File: config.mk
export PLATFORM = sky130hd
export DESIGN_NAME = mem_copy_engine_flat
export DESIGN_NICKNAME = d
export VERILOG_FILES = /design/src/rtl/mem_bus_pkg.sv /design/src/rtl/mem_copy_engine_if.sv /design/src/rtl/mem_copy_engine.sv /design/src/flat_wrapper.sv
export SDC_FILE = /design/constraint.sdc
export NUM_CORES = 1
export LEC_CHECK = 0
export CORE_MARGIN = 1.5
export CORE_UTILIZATION = 43
export DETAILED_ROUTE_END_ITERATION = 7
export HOLD_SLACK_MARGIN = 0.1
export PLACE_DENSITY = 0.74
export SYNTH_ARGS = -nofsm -noshare
export SYNTH_HDL_FRONTEND = slang
export SYNTH_SLANG_ARGS = --single-unit
File: constraint.sdc
create_clock -name clk -period 1.74 [get_ports clk]
set_input_delay 0.261 -clock clk [delete_from_list [all_inputs] [get_ports clk]]
set_output_delay 0.261 -clock clk [all_outputs]
set_load 0.01 [all_outputs]
File: src/rtl/mem_bus_pkg.sv
// Shared memory-bus definitions: command codes,
// I/O register addresses and copy-engine states.
package mem_bus_pkg;

  localparam logic [1:0] MNONE  = 2'b00;
  localparam logic [1:0] MREAD  = 2'b01;
  localparam logic [1:0] MWRITE = 2'b11;

  localparam logic [8:0] LED_ADDR = 9'h100;
  localparam logic [8:0] SW_ADDR  = 9'h140;

  typedef enum logic [2:0] {
    S_IDLE,
    S_RD_REQ,
    S_RD_CAP,
    S_WR,
    S_DONE
  } state_e;

endpackage

File: src/rtl/mem_copy_engine_if.sv
// Shared memory bus: initiator drives command,
// address and write data; responder returns read data.
interface mem_copy_engine_if #(
  parameter int ADDR_W = 9,
  parameter int DATA_W = 16
);

  logic [1:0]        mem_cmd;
  logic [ADDR_W-1:0] mem_addr;
  logic [DATA_W-1:0] write_data;
  logic [DATA_W-1:0] read_data;

  modport master (
    output mem_cmd,
    output mem_addr,
    output write_data,
    input  read_data
  );

  modport slave (
    input  mem_cmd,
    input  mem_addr,
    input  write_data,
    output read_data
  );

endinterface

File: src/rtl/mem_copy_engine.sv
// Block copy / fill bus initiator. Bus outputs are
// decoded from state and pointer registers only.
module mem_copy_engine
  import mem_bus_pkg::*;
#(
  parameter int ADDR_W = 9,
  parameter int DATA_W = 16,
  parameter int LEN_W  = 8
) (
  input  logic              clk,
  input  logic              reset,
  input  logic              start,
  input  logic              mode,
  input  logic [ADDR_W-1:0] src_addr,
  input  logic [ADDR_W-1:0] dst_addr,
  input  logic [LEN_W-1:0]  len,
  input  logic [DATA_W-1:0] fill_data,
  mem_copy_engine_if.master bus,
  output logic              busy,
  output logic              done,
  output logic [LEN_W-1:0]  words_left
);

  state_e            state_q, state_d;
  logic [ADDR_W-1:0] src_q, src_d;
  logic [ADDR_W-1:0] dst_q, dst_d;
  logic [LEN_W-1:0]  left_q, left_d;
  logic [DATA_W-1:0] fill_q, fill_d;
  logic [DATA_W-1:0] data_q, data_d;
  logic              mode_q, mode_d;

  always_ff @(posedge clk or negedge reset) begin
    if (!reset) begin
      state_q <= S_IDLE;
      src_q   <= '0;
      dst_q   <= '0;
      left_q  <= '0;
      fill_q  <= '0;
      data_q  <= '0;
      mode_q  <= 1'b0;
    end else begin
      state_q <= state_d;
      src_q   <= src_d;
      dst_q   <= dst_d;
      left_q  <= left_d;
      fill_q  <= fill_d;
      data_q  <= data_d;
      mode_q  <= mode_d;
    end
  end

  always_comb begin
    state_d = state_q;
    src_d   = src_q;
    dst_d   = dst_q;
    left_d  = left_q;
    fill_d  = fill_q;
    data_d  = data_q;
    mode_d  = mode_q;
    unique case (state_q)
      S_IDLE: begin
        if (start) begin
          src_d  = src_addr;
          dst_d  = dst_addr;
          left_d = len;
          fill_d = fill_data;
          mode_d = mode;
          if (len == '0)
            state_d = S_DONE;
          else if (mode)
            state_d = S_WR;
          else
            state_d = S_RD_REQ;
        end
      end
      S_RD_REQ: state_d = S_RD_CAP;
      // RAM output is registered: data valid here
      S_RD_CAP: begin
        data_d  = bus.read_data;
        src_d   = src_q + 1'b1;
        state_d = S_WR;
      end
      S_WR: begin
        dst_d  = dst_q + 1'b1;
        left_d = left_q - 1'b1;
        if (left_q == LEN_W'(1))
          state_d = S_DONE;
        else if (mode_q)
          state_d = S_WR;
        else
          state_d = S_RD_REQ;
      end
      S_DONE:  state_d = S_IDLE;
      default: state_d = S_IDLE;
    endcase
  end

  always_comb begin
    bus.mem_cmd    = MNONE;
    bus.mem_addr   = '0;
    bus.write_data = '0;
    unique case (state_q)
      S_RD_REQ, S_RD_CAP: begin
        bus.mem_cmd  = MREAD;
        bus.mem_addr = src_q;
      end
      S_WR: begin
        bus.mem_cmd    = MWRITE;
        bus.mem_addr   = dst_q;
        bus.write_data = mode_q ? fill_q : data_q;
      end
      default: begin
        bus.mem_cmd    = MNONE;
        bus.mem_addr   = '0;
        bus.write_data = '0;
      end
    endcase
  end

  assign busy       = (state_q != S_IDLE);
  assign done       = (state_q == S_DONE);
  assign words_left = left_q;

endmodule

File: src/flat_wrapper.sv
// flat-port wrapper written by rule: the top's interface ports become plain ports
module mem_copy_engine_flat import mem_bus_pkg::*;
#(
  parameter int ADDR_W = 9,
  parameter int DATA_W = 16,
  parameter int LEN_W  = 8
)
  (clk, reset, start, mode, src_addr, dst_addr, len, fill_data, busy, done, words_left, bus_mem_cmd, bus_mem_addr, bus_write_data, bus_read_data);
  mem_copy_engine_if #(.ADDR_W(ADDR_W), .DATA_W(DATA_W)) bus_i ();
  input  logic clk;
  input  logic reset;
  input  logic start;
  input  logic mode;
  input  logic [ADDR_W-1:0] src_addr;
  input  logic [ADDR_W-1:0] dst_addr;
  input  logic [LEN_W-1:0] len;
  input  logic [DATA_W-1:0] fill_data;
  output logic busy;
  output logic done;
  output logic [LEN_W-1:0] words_left;
  output wire logic [$bits(bus_i.mem_cmd)-1:0] bus_mem_cmd;
  output wire logic [$bits(bus_i.mem_addr)-1:0] bus_mem_addr;
  output wire logic [$bits(bus_i.write_data)-1:0] bus_write_data;
  input wire logic [$bits(bus_i.read_data)-1:0] bus_read_data;
  assign bus_mem_cmd = bus_i.mem_cmd;
  assign bus_mem_addr = bus_i.mem_addr;
  assign bus_write_data = bus_i.write_data;
  assign bus_i.read_data = bus_read_data;
  mem_copy_engine #(.ADDR_W(ADDR_W), .DATA_W(DATA_W), .LEN_W(LEN_W)) u_core (.clk(clk), .reset(reset), .start(start), .mode(mode), .src_addr(src_addr), .dst_addr(dst_addr), .len(len), .fill_data(fill_data), .bus(bus_i), .busy(busy), .done(done), .words_left(words_left));
endmodule
# Word-level counts from Yosys, hierarchy flattened
# Index checks and enable logic that the tools add are counted.
# word_totals
regBits,62
in_bits,62
# classes
mux,16
eq_ne,6
n_reduce_logical,9
n_addsub,3
# op_table
op,n
$pmux 9 s2,3
$mux 16,2
$add 9x1->9 const B,2
$mux 9,2
$pmux 8 s2,1
$pmux 3 s4,1
$mux 3,3
$eq 8x1->1 const B,1
$logic_not 8->1,1
$mux 8,1
$sub 8x1->8 const B,1
$eq 3x2->1 const B,2
$reduce_and 2->1,3
$mux 2,2
$pmux 2 s2,1
$reduce_bool 2->1,2
$eq 3x1->1 const B,1
$eq 3x3->1 const B,1
$logic_not 3->1,1
$reduce_bool 3->1,1
$ne 2x2->1 const B,1
$reduce_or 2->1,1

# Longest topological paths before layout
# logic_depth
depth_word,4
ltp_mapped,7
ltp_nobuf,5

# Worst setup path before layout
# Ideal clock, no wire load.
# synth_timing
kind,register -> output
from,register u_core.state_q[1]
to,output port bus_mem_addr[2]
setup_slack_ns,0.190
t_arrival_ns,1.289
required_time_ns,1.479
n_path_buf,3
stages_incl_launch_ff,6
path_cell_list,dfrtp_1 > buf_4 > nand3b_1 > buf_2 > clkbuf_1 > o21ai_0
# synth_between
elab_chain_cells,3
word_cells_on_any_way,5
# synth_rtl
item,line,source
"start, declared",mem_copy_engine.sv:24,"state_e state_q, state_d;"
"start signal, assigned",mem_copy_engine.sv:42,state_q <= state_d;
$eq 3x1->1 or $eq 3x2->1 (tied branches),mem_copy_engine.sv:102,unique case (state_q)
$reduce_or 2->1,mem_copy_engine.sv:102,
$pmux 9 s2 *,mem_copy_engine.sv:102,
"end, declared",flat_wrapper.sv:22,output wire logic [$bits(bus_i.mem_addr)-1:0] bus_mem_addr;
# Mark *: on every way between the ends. The rest lies on a longest branch, timed or not.

# Final worst setup path
# layout_timing
from,register u_core.state_q[0]
to,output port bus_mem_addr[1]
# Same word-level chain as after synthesis.

==> results.yml <==
finish:
  n_antenna_cell: 0
  layout-drive-gt1-share_pct: 26.6
  fin_nets: 593
  stdcell_count: 630
  area_growth_syn_to_layout_pct: 56.2
grt:
  grt_pass1_wl_mm: 16.3
  grt-ovfl-total: 0
  grt_pass1_vias: 3341
  grt_max_degree: 35
  antenna_found_initial: 0
  grt_usage_pct: 25.1
critical_path:
  path_delay_family: "flip-flops"
  critPathLaunchType: "flop"
  worst_r2r_endpoint: "u_core.dst_q[3]$_DFFE_PN0P_"
  critical_path_arrival_ns: 1.63
  reg2reg_from: "u_core.state_q[1]$_DFFE_PN0P_"
  crit_path_max_fanout: 5
  reg2reg_depth: 5
  path_cells: "buf_12 > xnor2_4 > nor2_4 > buf_6 > a22o_1 > buf_2"
  max_stage_delay_ns: 0.45
  endpoint_kind: "output pin"
  worstPathRequired_ns: 1.48
  slowest_stage: "dfrtp_2"
  path_class: "flop to output pin"
  crit_buf_inv: 3
  ff2ff_setup_slack_ns: -0.12
clock_tree:
  cts_tree: "done"
  cts_root_buffer: "clkbuf_8"
  numCtsBuffers: 9
  clk_pin_slew_ns: 0.07
  cts_max_level: 3
  clock_sinks: 62
  cts_buffer_depth: 2
  clk_latency_ns: 0.34
sta:
  slew_headroom_pct: 77.8
  fmax_mhz: 530
  finalSetupViolCount: 59
  worst_slack_ns: -0.146
  tightest_slew_ns: 0.330
  rsz0062_at_grt: "true"
  fin_skew_ns: 0.00850
  fin_crit_ns: 1.89
  finalHoldViolCount: 0
  finalCritPeriodShare_pct: 108
  drv_slew: 0
floorplanning:
  die-height_um: 90.3
  die_width_um: 90.3
  core_area_um2: 7330
  rows: 31
  floorplan.initialDensity_pct: 44.7
  ioPinCount: 99
  fp.dieArea_um2: 8150
logic_synthesis:
  avgSynthCellArea_um2: 8.49
  synthFlopType: "dfrtp_1"
  synth-seq-area-share_pct: 47.3
  async_flop_share_pct: 100
  syn_area_um2: 3280
  synth_nets: 452
  synth-seq-cells: 62
  yosysWarnings: 0
  synth_edf_count: 0
  ys_types: 50
  syn-instance-count: 386
placed_design:
  gp_congestion: 0.902
  placedCellCount: 601
  post-place-ws_ns: -0.274
  port_buffers: 98
  hpwl_mm: 6.87
power_and_ir_drop:
  p_int_w: 0.00561
  peakVddDrop_uv: 820
  p_leak_nw: 2.36
  sw_frac_of_total_pct: 41.2
  combPwrFrac_pct: 57.6
  seq_power_share_pct: 28.3
  power.density_nw_per_um2: 1860
  p_total_w: 0.00953
  power_switching_w: 0.00392
  clockPowerShare_pct: 14.1
drt:
  first_pass_iters: 4
  drt_iter0_drc: 198
  routed_via_density: 5.32
  drcViolationCount: 0
  vias: 3353
  wl_mm: 10.1
  drtAntennaViolNets: 0
  wl_per_cell_um: 16.0
run_status:
  status: "finished, violations left"
  violations: "setup timing"
run:
  drv_cap: 0
min_path:
  min_path_type: "primary input to async pin"
[timing repair]
action,in CTS,in global routing
pin swaps,10,11
setup endpoints to repair,36,66
gates cloned,3,0
gates resized for setup,149,39
endpoints found under the hold margin,53,0
hold buffers,1,0
setup buffers,6,5
[placed cells by master (no fill, tap or decap), types with 9 or more instances in the layout]
cell / instances
a21oi_1: 12
buf_2: 20
buf_4: 34
buf_6: 16
clkbuf_8: 9
clkdlybuf4s50_1: 68
dfrtp_1: 61
mux2i_1: 17
nand2_1: 120
nand3_1: 14
nor2_1: 20
nor2_2: 12
nor3_1: 9
[layer usage]
layer	part of all wire [%]	GRT usage [%]	vias to the layer above	wire length (um)
li1	-	-	1606	-
met1	41	32.8	1600	4170
met2	51	41.5	125	5090
met3	6.0	4.55	22	601
met4	2.0	9.39	0	200
met5	0	0	-	0
[layout make-up]
cell class,instances,area (um2)
Clock inverter,5,75.1
Tap cell,99,124
Multi-Input combinational cell,295,1750
Inverter,7,31.3
Sequential cell,62,1550
Clock buffer,10,128
Timing Repair Buffer,152,1460
Fill cell,544,2210
[metrics by stage]
step / setup TNS [ns] / hold slack, ns / utilization (%) / instance area (um2)
floorplan: 0 / -0.0346 / - / 3280
global placement: -3.86 / 0.134 / 63.0 / 4620
detailed placement: -4.57 / 0.132 / 63.0 / 4620
CTS: -1.63 / 0.313 / 67.3 / 4940
global route: -8.08 / 0.324 / 69.8 / 5120
finish: -4.14 / 0.309 / 69.8 / 5120
[registers in the layout (all words and copies together) (netlist names)]
signal	flops
u_core.dst_q	9
u_core.state_q	3
u_core.words_left	8
u_core.mode_q	1
u_core.fill_q	16
u_core.data_q	16
u_core.src_q	9
[cells by family after synthesis]
family / share of synthesized area [%]
simple gates: 28.9
flops: 47.3
mux: 5.19
fa+ha+maj: 1.53
compound gates: 12.3
buf+inv: 4.50
xor+xnor: 0.267
[worst reg2reg max path, cell delays in order (launching register included)]
cell	delay [ns]
dfrtp_1	0.42
buf_4	0.20
or4b_4	0.60
bufbuf_16	0.30
o22ai_1	0.16
nor2_1	0.07
[power by group through the flow]
| stage | logic [W] | registers, W | clock network, W |
|---|---|---|---|
| after floorplan | 0.00261 | 0.00254 | 0 |
| after global placement | 0.00466 | 0.00264 | 0 |
| after detailed placement | 0.00474 | 0.00267 | 0 |
| after CTS | 0.00497 | 0.00267 | 0.00135 |
| after global routing | 0.00599 | 0.00277 | 0.00143 |
| final | 0.00549 | 0.00270 | 0.00134 |
[worst max-delay path by stage]
stage,slack (ns),from,cells past startpoint,to
CTS,-0.14,u_core.state_q[1]$_DFFE_PN0P_,7,bus_mem_addr[8]
detailed placement,-0.27,u_core.state_q[2]$_DFFE_PN0P_,4,bus_mem_addr[2]
floorplan,0.19,u_core.state_q[1]$_DFFE_PN0P_,5,bus_mem_addr[2]
global route,-0.21,u_core.state_q[1]$_DFFE_PN0P_,7,bus_mem_addr[3]
global placement,-0.25,u_core.state_q[2]$_DFFE_PN0P_,4,bus_mem_addr[2]
finish,-0.15,u_core.state_q[0]$_DFFE_PN0P_,6,bus_mem_addr[1]
[synthesized netlist by cell type (all sizes together), types with 3 or more instances]
master,count,area (um2)
a21oi,12,60.1
a22o,4,35.0
a311oi,3,26.3
a31oi,4,25.0
buf,18,106
clkbuf,4,15.0
dfrtp,62,1550
ha,4,50.1
inv,7,26.3
mux2i,17,170
nand2,127,479
nand3,14,70.1
nand4,4,25.0
nor2,39,146
nor3,11,55.1
nor4,3,25.0
o21ai,13,65.1
o22ai,5,31.3
Note: power is estimated with default switching activity, not from simulation.
